[config.mk]
export PLATFORM = sky130hd
export DESIGN_NAME = mem_wait_bridge
export DESIGN_NICKNAME = d
export VERILOG_FILES = /design/src/rtl/mem_wait_bridge.sv
export SDC_FILE = /design/constraint.sdc
export NUM_CORES = 1
export LEC_CHECK = 0
export CAP_MARGIN = 20
export CORE_UTILIZATION = 44
export CTS_CLUSTER_DIAMETER = 60
export DETAILED_ROUTE_END_ITERATION = 12
export PLACE_DENSITY = 0.86
export SYNTH_ARGS = -nofsm -noshare
export SYNTH_HDL_FRONTEND = slang
export SYNTH_SLANG_ARGS = --single-unit
export TNS_END_PERCENT = 100
[constraint.sdc]
create_clock -name clk -period 2.7 [get_ports clk]
set_input_delay 0.54 -clock clk [delete_from_list [all_inputs] [get_ports clk]]
set_output_delay 0.54 -clock clk [all_outputs]
set_load 0.005 [all_outputs]
[src/rtl/mem_wait_bridge.sv]
// rtl/mem_wait_bridge.sv - single-cycle memory strobes to req/ack external memory bridge
//
// Purpose: accepts one-cycle read/write strobes from the memory controller,
// holds a request toward a variable-latency external memory until it is
// acknowledged or times out, then reports completion for one cycle.
//
// Ports:
//   clk, rst_n         clock (rising edge), asynchronous active-low reset
//   i_mem_r_en/w_en    read/write strobes from the memory controller
//   i_mem_addr/w_data  access address and write data
//   o_mem_r_data       read data returned upstream (all-ones on read timeout)
//   o_busy             access outstanding, upstream must stall
//   o_done, o_err      completion pulse, error pulse on timeout
//   o_ext_req/we       external request and direction (1 = write)
//   o_ext_addr/w_data  registered address and write data toward external memory
//   i_ext_ack          external completion, only honoured while o_ext_req
//   i_ext_r_data       external read data, valid with i_ext_ack
module mem_wait_bridge #(
  parameter int DATA_WIDTH = 32,
  parameter int TIMEOUT    = 255,
  parameter int TO_W       = 8
) (
  input  logic                  clk,
  input  logic                  rst_n,
  input  logic                  i_mem_r_en,
  input  logic                  i_mem_w_en,
  input  logic [DATA_WIDTH-1:0] i_mem_addr,
  input  logic [DATA_WIDTH-1:0] i_mem_w_data,
  output logic [DATA_WIDTH-1:0] o_mem_r_data,
  output logic                  o_busy,
  output logic                  o_done,
  output logic                  o_err,
  output logic                  o_ext_req,
  output logic                  o_ext_we,
  output logic [DATA_WIDTH-1:0] o_ext_addr,
  output logic [DATA_WIDTH-1:0] o_ext_w_data,
  input  logic                  i_ext_ack,
  input  logic [DATA_WIDTH-1:0] i_ext_r_data
);

  localparam logic [1:0] S_IDLE = 2'd0;
  localparam logic [1:0] S_REQ  = 2'd1;
  localparam logic [1:0] S_DONE = 2'd2;

  localparam logic [TO_W-1:0] TO_LAST = TO_W'(TIMEOUT - 1);

  logic [1:0]      state;
  logic [TO_W-1:0] to_cnt;
  logic            err_q;
  logic            any_en;

  assign any_en = i_mem_r_en | i_mem_w_en;

  always_ff @(posedge clk or negedge rst_n) begin
    if (!rst_n) begin
      state        <= S_IDLE;
      to_cnt       <= '0;
      err_q        <= 1'b0;
      o_ext_we     <= 1'b0;
      o_ext_addr   <= '0;
      o_ext_w_data <= '0;
      o_mem_r_data <= '0;
    end else begin
      case (state)
        S_IDLE: begin
          if (any_en) begin
            // A simultaneous read and write collapses into the write.
            o_ext_addr   <= i_mem_addr;
            o_ext_w_data <= i_mem_w_data;
            o_ext_we     <= i_mem_w_en;
            to_cnt       <= '0;
            err_q        <= 1'b0;
            state        <= S_REQ;
          end
        end
        S_REQ: begin
          if (i_ext_ack) begin
            if (!o_ext_we) o_mem_r_data <= i_ext_r_data;
            state <= S_DONE;
          end else if (to_cnt == TO_LAST) begin
            err_q <= 1'b1;
            if (!o_ext_we) o_mem_r_data <= '1;
            state <= S_DONE;
          end else begin
            to_cnt <= to_cnt + 1'b1;
          end
        end
        // Enables are deliberately not sampled here so a strobe still held
        // from the completed access is not issued a second time.
        S_DONE:  state <= S_IDLE;
        default: state <= S_IDLE;
      endcase
    end
  end

  assign o_ext_req = (state == S_REQ);
  assign o_done    = (state == S_DONE);
  assign o_err     = (state == S_DONE) & err_q;
  // Stall starts in the issuing cycle; forced low while reset is asserted.
  assign o_busy    = rst_n & ((state == S_REQ) | ((state == S_IDLE) & any_en));

endmodule

# Yosys cells after proc, flatten, opt, wreduce, memory -nomap -nowiden
# Index checks and enable logic that the tools add are counted.
totals:
  inputBits: 101
  regBits: 108
  out_inout_bits: 101
  word_cells: 47
op_classes:
  n_eq_ne: 10
  n_reduce_logical: 8
  n_addsub: 1
  n_mux: 16
  bitwise: 5
ops:
  columns: ["cell", "count"]
  rows:
  - ["2-to-1 mux 32 bit", 4]
  - ["2-to-1 mux 8 bit", 3]
  - ["one-hot mux 8 bit (2 select lines)", 1]
  - ["AND reduction 4 bit", 3]
  - ["!= test 2 bit, second input constant", 5]
  - ["adder 8 x 1 -> 8 bit, second input constant", 1]
  - ["== test 8 bit, second input constant", 1]
  - ["2-to-1 mux 2 bit", 3]
  - ["one-hot mux 2 bit (2 select lines)", 1]
  - ["AND reduction 2 bit", 2]
  - ["nonzero test 2 bit", 2]
  - ["bitwise AND 1 bit", 3]
  - ["2-to-1 mux 1 bit", 3]
  - ["!= test 3 x 1 -> 1 bit, second input constant", 1]
  - ["== test 2 x 1 -> 1 bit, second input constant", 1]
  - ["== test 2 bit, second input constant", 1]
  - ["zero test 2 bit", 1]
  - ["!= test 2 x 1 -> 1 bit, second input constant", 1]
  - ["OR 1 bit", 2]
  - ["one-hot mux 1 bit (2 select lines)", 1]

# Longest topological paths before layout
# Gate-level depths: netlist (run 1).
depth:
  word_depth: 4
  ltp_mapped: 7
  mapped_depth_nobuf: 6

# Worst setup path after synthesis (run 1)
# No wires, ideal clock.
synth_path:
  path_type: "in2out"
  startpoint: "input i_mem_w_en"
  endpoint: "output o_busy"
  arrival_ns: 1.051
  path_buffers: 1
  cell_stages: 3
  path_slack_ns: 1.109
  required_ns: 2.160
  path_cell_list: "o21a_1 -> buf_2 -> o21a_1"
synth_via:
  elab_chain_cells: 4
synth_rtl:
  columns: ["item", "line", "rtl"]
  rows:
  - ["start, declared", "26", "input logic i_mem_w_en,"]
  - ["OR 1 bit", "52", "assign any_en = i_mem_r_en | i_mem_w_en;"]
  - ["bitwise AND 1 bit", "100", "assign o_busy = rst_n & ((state == S_REQ) | ((state == S_IDLE) & any_en));"]
  - ["OR 1 bit", "100", null]
  - ["bitwise AND 1 bit", "100", null]
  - ["end, declared", "30", "output logic o_busy,"]
# No other way between the ends.

# Final worst setup path (run 1)
layout_path:
  startpoint: "register state[1]"
  endpoint: "output o_busy"
layout_via:
  elab_chain_cells: 4
  word_cells_on_any_way: 5
  classes_between: "eq/ne (1); bitwise (3); reduce/logical (1)"
layout_rtl:
  columns: ["item", "line", "rtl"]
  rows:
  - ["start, declared", "47", "logic [1:0] state;"]
  - ["start signal, assigned", "56", "state <= S_IDLE;"]
  - ["start signal, assigned", "73", "state <= S_REQ;"]
  - ["start signal, assigned", "79", "state <= S_DONE;"]
  - ["zero test 2 bit", "100", null]
  - ["bitwise AND 1 bit", "100", null]
  - ["OR 1 bit (*)", "100", null]
  - ["bitwise AND 1 bit (*)", "100", null]
# Mark *: on every way between the ends. The rest lies on a longest branch, timed or not.

==> metrics, run 1 <==
Tcrit/Tclk final=90.67%; die area=10030 um^2; DP HPWL=8201 um; # H-tree levels=3; Hold Buf Count CTS=0; crit-path cells=nor2_1, o21a_2, o21a_1, clkdlybuf4s50_1; Area Overhead vs Synth=53.82%; Total Wirelength=11250 um; Clock Skews=0.01205 ns; overall routing resource usage=22.71%; initial antenna violation count=0; Slew headroom=48.41%; clock share of power=13.4%; DRC Markers=0; Comb power frac=45.9%; CP top delay family=buffers and inverters; met3 Use GR=6.546%; largest net degree at the start of global routing=66; sequential cell area fraction in the yosys report=63.77%; Leakage=2.965 nW; core area=9284 um^2; critical path capture point type=output pin; Post-Syn Instances=411; Final Hold Slack=0.2692 ns; Post-Syn Nets=514; Max-cap violations=0; Worst EP arrival=1.91 ns; Synth cell types=35; Final Hold Fails=0; Pint=4.555 mW; via count=3607; TritonCTS Buffers=9; grt total ovfl=0; unrepaired setup endpoints after global routing=no; Final min period=2.448 ns; total negative slack=0 ns; Critical Path Max Stage Delay=0.50 ns; clk_lat worst skew=0.37 ns; Syn Std Cell Area=4238 um^2; met1 Use GR=27.28%; fraction of layout cells with a size suffix above 1=6.046%; DR WL/cell=15.18 um; Initial Util=45.65%; fmax=0.4085 GHz; Tightest Pin Transition=0.7738 ns; cts repair resizes=0; Synth Warn #=0; Antenna Violating Nets Remaining=0; first-pass GRT wire length=17640 um; row cnt=35; CTS clock-pin slew for the worst setup and hold paths=0.10 ns; maximum VDD drop=0.5066 mV; Req. time, crit path=2.16 ns; Worst Hold Class=in2async; post-synthesis register bit count=108; CTS Root Buffer Type=clkbuf_8; Flop pwr share=40.8%; CP bufs+invs=1; status=completed; commonest non-fill, non-tap cell in the layout=clkdlybuf4s50_1; Longest Clk Path Bufs=2; number of diodes=0; switch share=33.73%; met2 Use GR=38.94%; RD Place Congestion=0.7918; Post-CTS Setup Bufs=0; CTS tree=done; Pre-antenna DRT Iters=4; commonest cells after routing, fill and taps aside=clkdlybuf4s50_1 (200), nand2_1 (196), dfrtp_1 (108); starting DRC count in detailed routing=84; startpoint types=register; CP max stage cell=clkdlybuf4s50_1; I/O pin count=202; PortBufs=201; critical path peak fanout=4; net switching power=2.319 mW; setup violation total in the final timing report=0; vias in the first global route=3627; Max Slew Vio Count=0; gr busiest metal=met2; die outline height=100.1 um; synthesized area per cell=10.31 um^2; Die X=100.1 um; Pwr Density=1054 nW/um^2; Setup Crit Path Kind=reg2out; DR vias/cell=4.868; Final #Nets=710; clk sink count=108
==> synth_stat cells, drive strengths merged <==
cell | n | area share, %
and4 | 1 | 0.24
o22a | 32 | 6.7
a21oi | 5 | 0.59
o221ai | 1 | 0.21
dfrtp | 108 | 64
a22o | 1 | 0.21
nand2b | 2 | 0.30
inv | 3 | 0.27
a31oi | 4 | 0.59
nand4 | 1 | 0.50
o21ai | 6 | 0.97
o21a | 4 | 0.74
nor3b | 1 | 0.30
o211a | 1 | 0.41
nand3 | 9 | 1.4
clkbuf | 6 | 0.56
ha | 2 | 0.59
nor2 | 4 | 0.53
nand2 | 197 | 18
xor2 | 1 | 0.21
nor2b | 2 | 0.30
and2 | 1 | 0.15
and3 | 1 | 0.15
buf | 17 | 2.7
a41oi | 1 | 0.21
==> cell families (layout without fill, tap and decap cells) <==
group | count (synthesis) | count (layout) | synth area share, %
adders and majority gates | 2 | 2 | 0.5904
and+or+nand+nor | 219 | 219 | 21.32
DFF | 108 | 108 | 63.77
buffers and inverters | 26 | 227 | 3.513
AOI/OAI and AO/OA | 55 | 55 | 10.60
xor gates and xnor gates | 1 | 1 | 0.2067
==> per-layer routing <==
layer  wire (um)  up-vias
li1            -     1721
met1        4640     1718
met2        5533      150
met3         876       16
met4         194        2
met5           5        -
==> worst paths after layout <==
| kind | start | end | slack [ns] | cells after the start |
|---|---|---|---|---|
| max | state[1]$_DFFE_PN0P_ | o_busy | 0.25 | 4 |
| min | rst_n | o_ext_addr[25]$_DFFE_PN0P_ | 0.27 | 2 |
| max reg2reg | state[1]$_DFFE_PN0P_ | o_ext_w_data[8]$_DFFE_PN0P_ | 0.90 | 5 |
| min reg2reg | o_ext_w_data[4]$_DFFE_PN0P_ | o_ext_w_data[4]$_DFFE_PN0P_ | 0.48 | 2 |
| max in group asynchronous | rst_n | err_q$_DFFE_PN0P_ | 1.24 | 3 |
| min in group clk | o_ext_w_data[4]$_DFFE_PN0P_ | o_ext_w_data[4]$_DFFE_PN0P_ | 0.48 | 2 |
==> flip-flops by register name, summed over array words and instances (netlist names) <==
name          count
o_ext_addr       32
o_mem_r_data     32
state             2
o_ext_w_data     32
o_ext_we          1
err_q             1
to_cnt            8
==> area by class of cell <==
cell class                      instances  area (um^2)
Timing Repair Buffer                  208         2062
Fill cell                             722         2765
Inverter                                3        11.26
Clock buffer                            9        123.9
Multi-Input combinational cell        277         1399
Sequential cell                       108         2703
Clock inverter                          7        58.81
Tap cell                              129        161.4
==> stage by stage <==
step           util [%]  setup slack, ns  area [um^2]  instances  power [mW]
2_1_floorplan         -            1.109         4238        411       4.018
3_3_place_gp      68.25           0.3041         6336        725       5.849
3_5_place_dp      68.25           0.2758         6336        725       6.022
4_1_cts           70.22           0.2189         6519        741       6.953
5_1_grt           70.22           0.1513         6519        741       7.357
6_report          70.22           0.2519         6519        741       6.874
==> power by group through the flow <==
stage | Sequential, mW | Clock (mW) | Combinational [mW]
2_1_floorplan | 2.84 | 0 | 1.17
3_3_place_gp | 2.78 | 0 | 3.07
3_5_place_dp | 2.84 | 0 | 3.18
4_1_cts | 2.81 | 0.948 | 3.20
5_1_grt | 2.89 | 1.02 | 3.45
6_report | 2.80 | 0.919 | 3.15
No activity file was read; power rests on OpenSTA's default activity.
==> inputs of run 2 (changes only) <==
Settings changed: MAX_ROUTING_LAYER set to met4.
==> run 2 against run 1 <==
  * Critical path depth unchanged
  * Maximum frequency grew 0.17%
  * Sequential power is essentially flat
  * Cell area stayed put
  * Global-route usage up 0.66 points
  * Flip-flop and latch count unchanged
  * Worst hold slack lost 0.0043 ns
  * Count of clock-buffer cells in the layout unchanged
  * Critical endpoint unchanged
==> metrics, run 2 (synthesis gave the netlist of run 1 again) <==
commonest cells after routing, fill and taps aside=clkdlybuf4s50_1 (200), nand2_1 (196), dfrtp_1 (108); Pint=4.556 mW; DRC Markers=0; Comb power frac=45.9%; overall routing resource usage=23.37%; die area=10030 um^2; Tightest Pin Transition=0.7744 ns; Worst EP arrival=1.90 ns; switch share=33.77%; die outline height=100.1 um; crit-path cells=nor2_1, o21a_2, o21a_1, clkdlybuf4s50_1; Max Slew Vio Count=0; Clock Skews=0.01211 ns; starting DRC count in detailed routing=84; Leakage=2.965 nW; DR WL/cell=15.17 um; Final #Nets=710; largest net degree at the start of global routing=66; CP top delay family=buffers and inverters; Setup Crit Path Kind=reg2out; DP HPWL=8201 um; Final Hold Fails=0; Longest Clk Path Bufs=2; Post-CTS Setup Bufs=0; setup violation total in the final timing report=0; RD Place Congestion=0.8030; fmax=0.4092 GHz; Pwr Total=6.878 mW; fraction of layout cells with a size suffix above 1=6.046%; Antenna Violating Nets Remaining=0; r2r startpoint=state[1]$_DFFE_PN0P_; Pre-antenna DRT Iters=5; Area Overhead vs Synth=53.82%; unrepaired setup endpoints after global routing=no; worst setup path start=state[1]$_DFFE_PN0P_; RR Endpoint=o_ext_w_data[8]$_DFFE_PN0P_; I/O pin count=202; Die X=100.1 um; CP bufs+invs=1; core area=9284 um^2; Initial Util=45.65%; biggest regs=o_ext_addr (32), o_ext_w_data (32), o_mem_r_data (32); vias in the first global route=3628; first-pass GRT wire length=17630 um; CTS Root Buffer Type=clkbuf_8; startpoint types=register; Pwr Density=1055 nW/um^2; cts repair resizes=0; Crit path depth=4; DR vias/cell=4.842; number of diodes=0; CP max stage cell=clkdlybuf4s50_1; net switching power=2.322 mW; Flop pwr share=40.7%; Max-cap violations=0; PortBufs=201; Final min period=2.444 ns; Hold Buf Count CTS=0; via count=3588; Final Instance Area=6519 um^2; critical path peak fanout=4; commonest non-fill, non-tap cell in the layout=clkdlybuf4s50_1; Total Wirelength=11240 um; row cnt=35; CTS clock-pin slew for the worst setup and hold paths=0.10 ns; Critical Path Max Stage Delay=0.50 ns; Reg2Reg Setup Slack=0.90 ns; # H-tree levels=3; TritonCTS Buffers=9; clock share of power=13.4%; critical path capture point type=output pin; CTS tree=done; Req. time, crit path=2.16 ns; total negative slack=0 ns; Post-DP Area=6336 um^2; Tcrit/Tclk final=90.52%; grt total ovfl=0; clk_lat worst skew=0.36 ns; clk sink count=108; Slew headroom=48.37%; Critical Path End=o_busy; maximum VDD drop=0.5074 mV; Worst Hold Class=in2async; initial antenna violation count=0; status=completed; worst reg2reg path depth=5
==> run 2: through the flow <==
stage	worst slack [ns]	hold slack (ns)	utilization, %	cells
3_3_place_gp	0.3041	0.4565	68.25	725
4_1_cts	0.2189	0.2818	70.22	741
3_5_place_dp	0.2758	0.4610	68.25	725
6_report	0.2561	0.2649	70.22	741
2_1_floorplan	1.109	0.2444	-	411
5_1_grt	0.1542	0.3092	70.22	741
==> run 2: layout make-up <==
type                            instances  area (um^2)
Fill cell                             722         2765
Clock buffer                            9        123.9
Tap cell                              129        161.4
Sequential cell                       108         2703
Multi-Input combinational cell        277         1399
Timing Repair Buffer                  208         2062
Inverter                                3        11.26
Clock inverter                          7        58.81
==> run 2: worst min path at each step <==
| stage | end | slack [ns] | start |
|---|---|---|---|
| finish | o_ext_addr[25]$_DFFE_PN0P_ | 0.26 | rst_n |
| global route | o_ext_w_data[1]$_DFFE_PN0P_ | 0.31 | rst_n |
| CTS | o_ext_addr[25]$_DFFE_PN0P_ | 0.28 | rst_n |
| detailed placement | o_ext_w_data[28]$_DFFE_PN0P_ | 0.46 | o_ext_w_data[28]$_DFFE_PN0P_ |
| global placement | o_ext_addr[11]$_DFFE_PN0P_ | 0.46 | o_ext_addr[11]$_DFFE_PN0P_ |
| floorplan | err_q$_DFFE_PN0P_ | 0.24 | rst_n |
==> run 2: metal layers <==
metal | routed length (um) | global-route usage, %
met1 | 4814 | 27.98
met4 | 192 | 8.250
met3 | 743 | 5.292
met5 | 0 | -
met2 | 5492 | 38.99
==> run 2: power groups by stage <==
stage	Clock [mW]	Combinational [mW]	Sequential, mW
after CTS	0.948	3.20	2.81
after floorplan	0	1.17	2.84
final	0.919	3.16	2.80
after detailed placement	0	3.18	2.84
after global routing	1.02	3.45	2.89
after global placement	0	3.07	2.78
==> inputs of run 3 (changes only) <==
Settings changed: REMOVE_ABC_BUFFERS set to 1.
==> run 3 against run 2 <==
  * Critical path depth unchanged
  * Clock skew is essentially flat
  * Die area unchanged
  * Largest cell class unchanged
  * Largest power group unchanged
==> metrics, run 3 (synthesis gave the netlist of run 1 again) <==
vias in the first global route=3580; Pre-antenna DRT Iters=4; Longest Clk Path Bufs=2; WL met1=4616 um; Post-CTS Setup Bufs=0; CP max stage cell=dlygate4sd3_1; critical path peak fanout=13; first-pass GRT wire length=17380 um; DR vias/cell=4.849; DP HPWL=8171 um; Worst EP arrival=1.93 ns; largest net degree at the start of global routing=66; Pwr Density=1069 nW/um^2; commonest non-fill, non-tap cell in the layout=clkdlybuf4s50_1; starting DRC count in detailed routing=148; TritonCTS Buffers=9; fraction of layout cells with a size suffix above 1=5.873%; placed insts=725; Worst Hold Class=reg2reg; Slew headroom=55.64%; Die X=100.1 um; Final min period=2.468 ns; status=completed; Req. time, crit path=2.16 ns; initial antenna violation count=0; Final Hold Fails=0; core area=9284 um^2; worst setup path start=rst_n; DR WL/cell=15.04 um; cts repair resizes=0; Crit path depth=4; Max-cap violations=0; clk_lat worst skew=0.35 ns; Initial Util=45.65%; startpoint types=input pin; grt total ovfl=0; CTS clock-pin slew for the worst setup and hold paths=0.09 ns; Antenna Violating Nets Remaining=0; I/O pin count=202; row cnt=35; die area=10030 um^2; Reg2Reg Setup Slack=0.90 ns; maximum VDD drop=0.5638 mV; unrepaired setup endpoints after global routing=no; Critical Path Max Stage Delay=0.52 ns; CP top delay family=buffers and inverters; # H-tree levels=3; via count=3598; CTS tree=done; met3 wire length=908 um; Tcrit/Tclk final=91.43%; critical path capture point type=output pin; Max Slew Vio Count=0; setup violation total in the final timing report=0; commonest cells after routing, fill and taps aside=clkdlybuf4s50_1 (200), nand2_1 (196), dfrtp_1 (108); Final Non-Filler Cells=742; Tightest Pin Transition=0.6654 ns; RD Place Congestion=0.8413; crit-path cells=dlygate4sd3_1, buf_4, o21a_1, clkdlybuf4s50_1; Setup Crit Path Kind=in2out; Area Overhead vs Synth=55.03%; CTS Root Buffer Type=clkbuf_8; Leakage=2.997 nW; PortBufs=201; r2r startpoint=state[0]$_DFFE_PN0P_; Final #Nets=711; number of diodes=0; die outline height=100.1 um; fill count=696; clk sink count=108; RR Endpoint=o_ext_addr[30]$_DFFE_PN0P_; worst reg2reg path depth=5; routed wl met2=5406 um; CP bufs+invs=3; DRC Markers=0; Pwr Total=7.022 mW; Total Wirelength=11160 um; biggest regs=o_ext_addr (32), o_ext_w_data (32), o_mem_r_data (32); fmax=0.4051 GHz; Hold Buf Count CTS=1; DR top layer=met4; Clock Skews=0.01260 ns; Critical Path End=o_busy; overall routing resource usage=23.04%
-- run 3: through the flow --
step                TNS [ns]  hold WS [ns]  setup WS [ns]  util (%)  area [um^2]
floorplan             -29.14        0.2444        -0.6938         -         4100
global placement           0        0.3930         0.2979     68.25         6336
detailed placement         0        0.3948         0.2809     68.25         6336
CTS                        0        0.4857         0.2137     70.77         6570
global route               0        0.5007         0.1470     70.77         6570
finish                     0        0.4782         0.2315     70.77         6570
-- run 3: tightest hold or removal path, cell delays in order, from the launching register on --
cell and delay, ns:
dfrtp_1 0.35, nand2_1 0.05, nand2_1 0.05
-- run 3: how the worst min path moves through the flow --
stage	startpoint	end	slack (ns)	cells past startpoint
after floorplan	rst_n	err_q$_DFFE_PN0P_	0.24	0
after global placement	rst_n	o_ext_addr[6]$_DFFE_PN0P_	0.39	1
after detailed placement	rst_n	o_ext_addr[6]$_DFFE_PN0P_	0.39	1
after CTS	o_ext_w_data[22]$_DFFE_PN0P_	o_ext_w_data[22]$_DFFE_PN0P_	0.49	2
after global routing	o_ext_addr[18]$_DFFE_PN0P_	o_ext_addr[18]$_DFFE_PN0P_	0.50	2
final	o_ext_w_data[22]$_DFFE_PN0P_	o_ext_w_data[22]$_DFFE_PN0P_	0.48	2
-- run 3: report_power, final --
| part | switching, mW | internal (mW) | leakage (nW) | total, mW |
|---|---|---|---|---|
| logic | 1.30 | 1.84 | 1.58 | 3.14 |
| clock network | 0.527 | 0.552 | 0.114 | 1.08 |
| registers | 0.437 | 2.36 | 1.30 | 2.80 |
-- run 3: area by class of cell --
cell class	instances	area [um^2]	area share (%)
clock buffers	11	141.4	2.152
repair buffers	209	2072	31.54
well taps	129	161.4	2.457
clock inverters	5	82.58	1.257
inverters	3	11.26	0.1714
flip-flops and latches	108	2703	41.13
multi-input cells	277	1399	21.29
-- run 3: routing by layer --
metal	vias up	track usage (%)
met5	-	-
met4	0	8.027
met3	21	6.476
met2	172	37.93
met1	1669	27.24
li1	1736	-
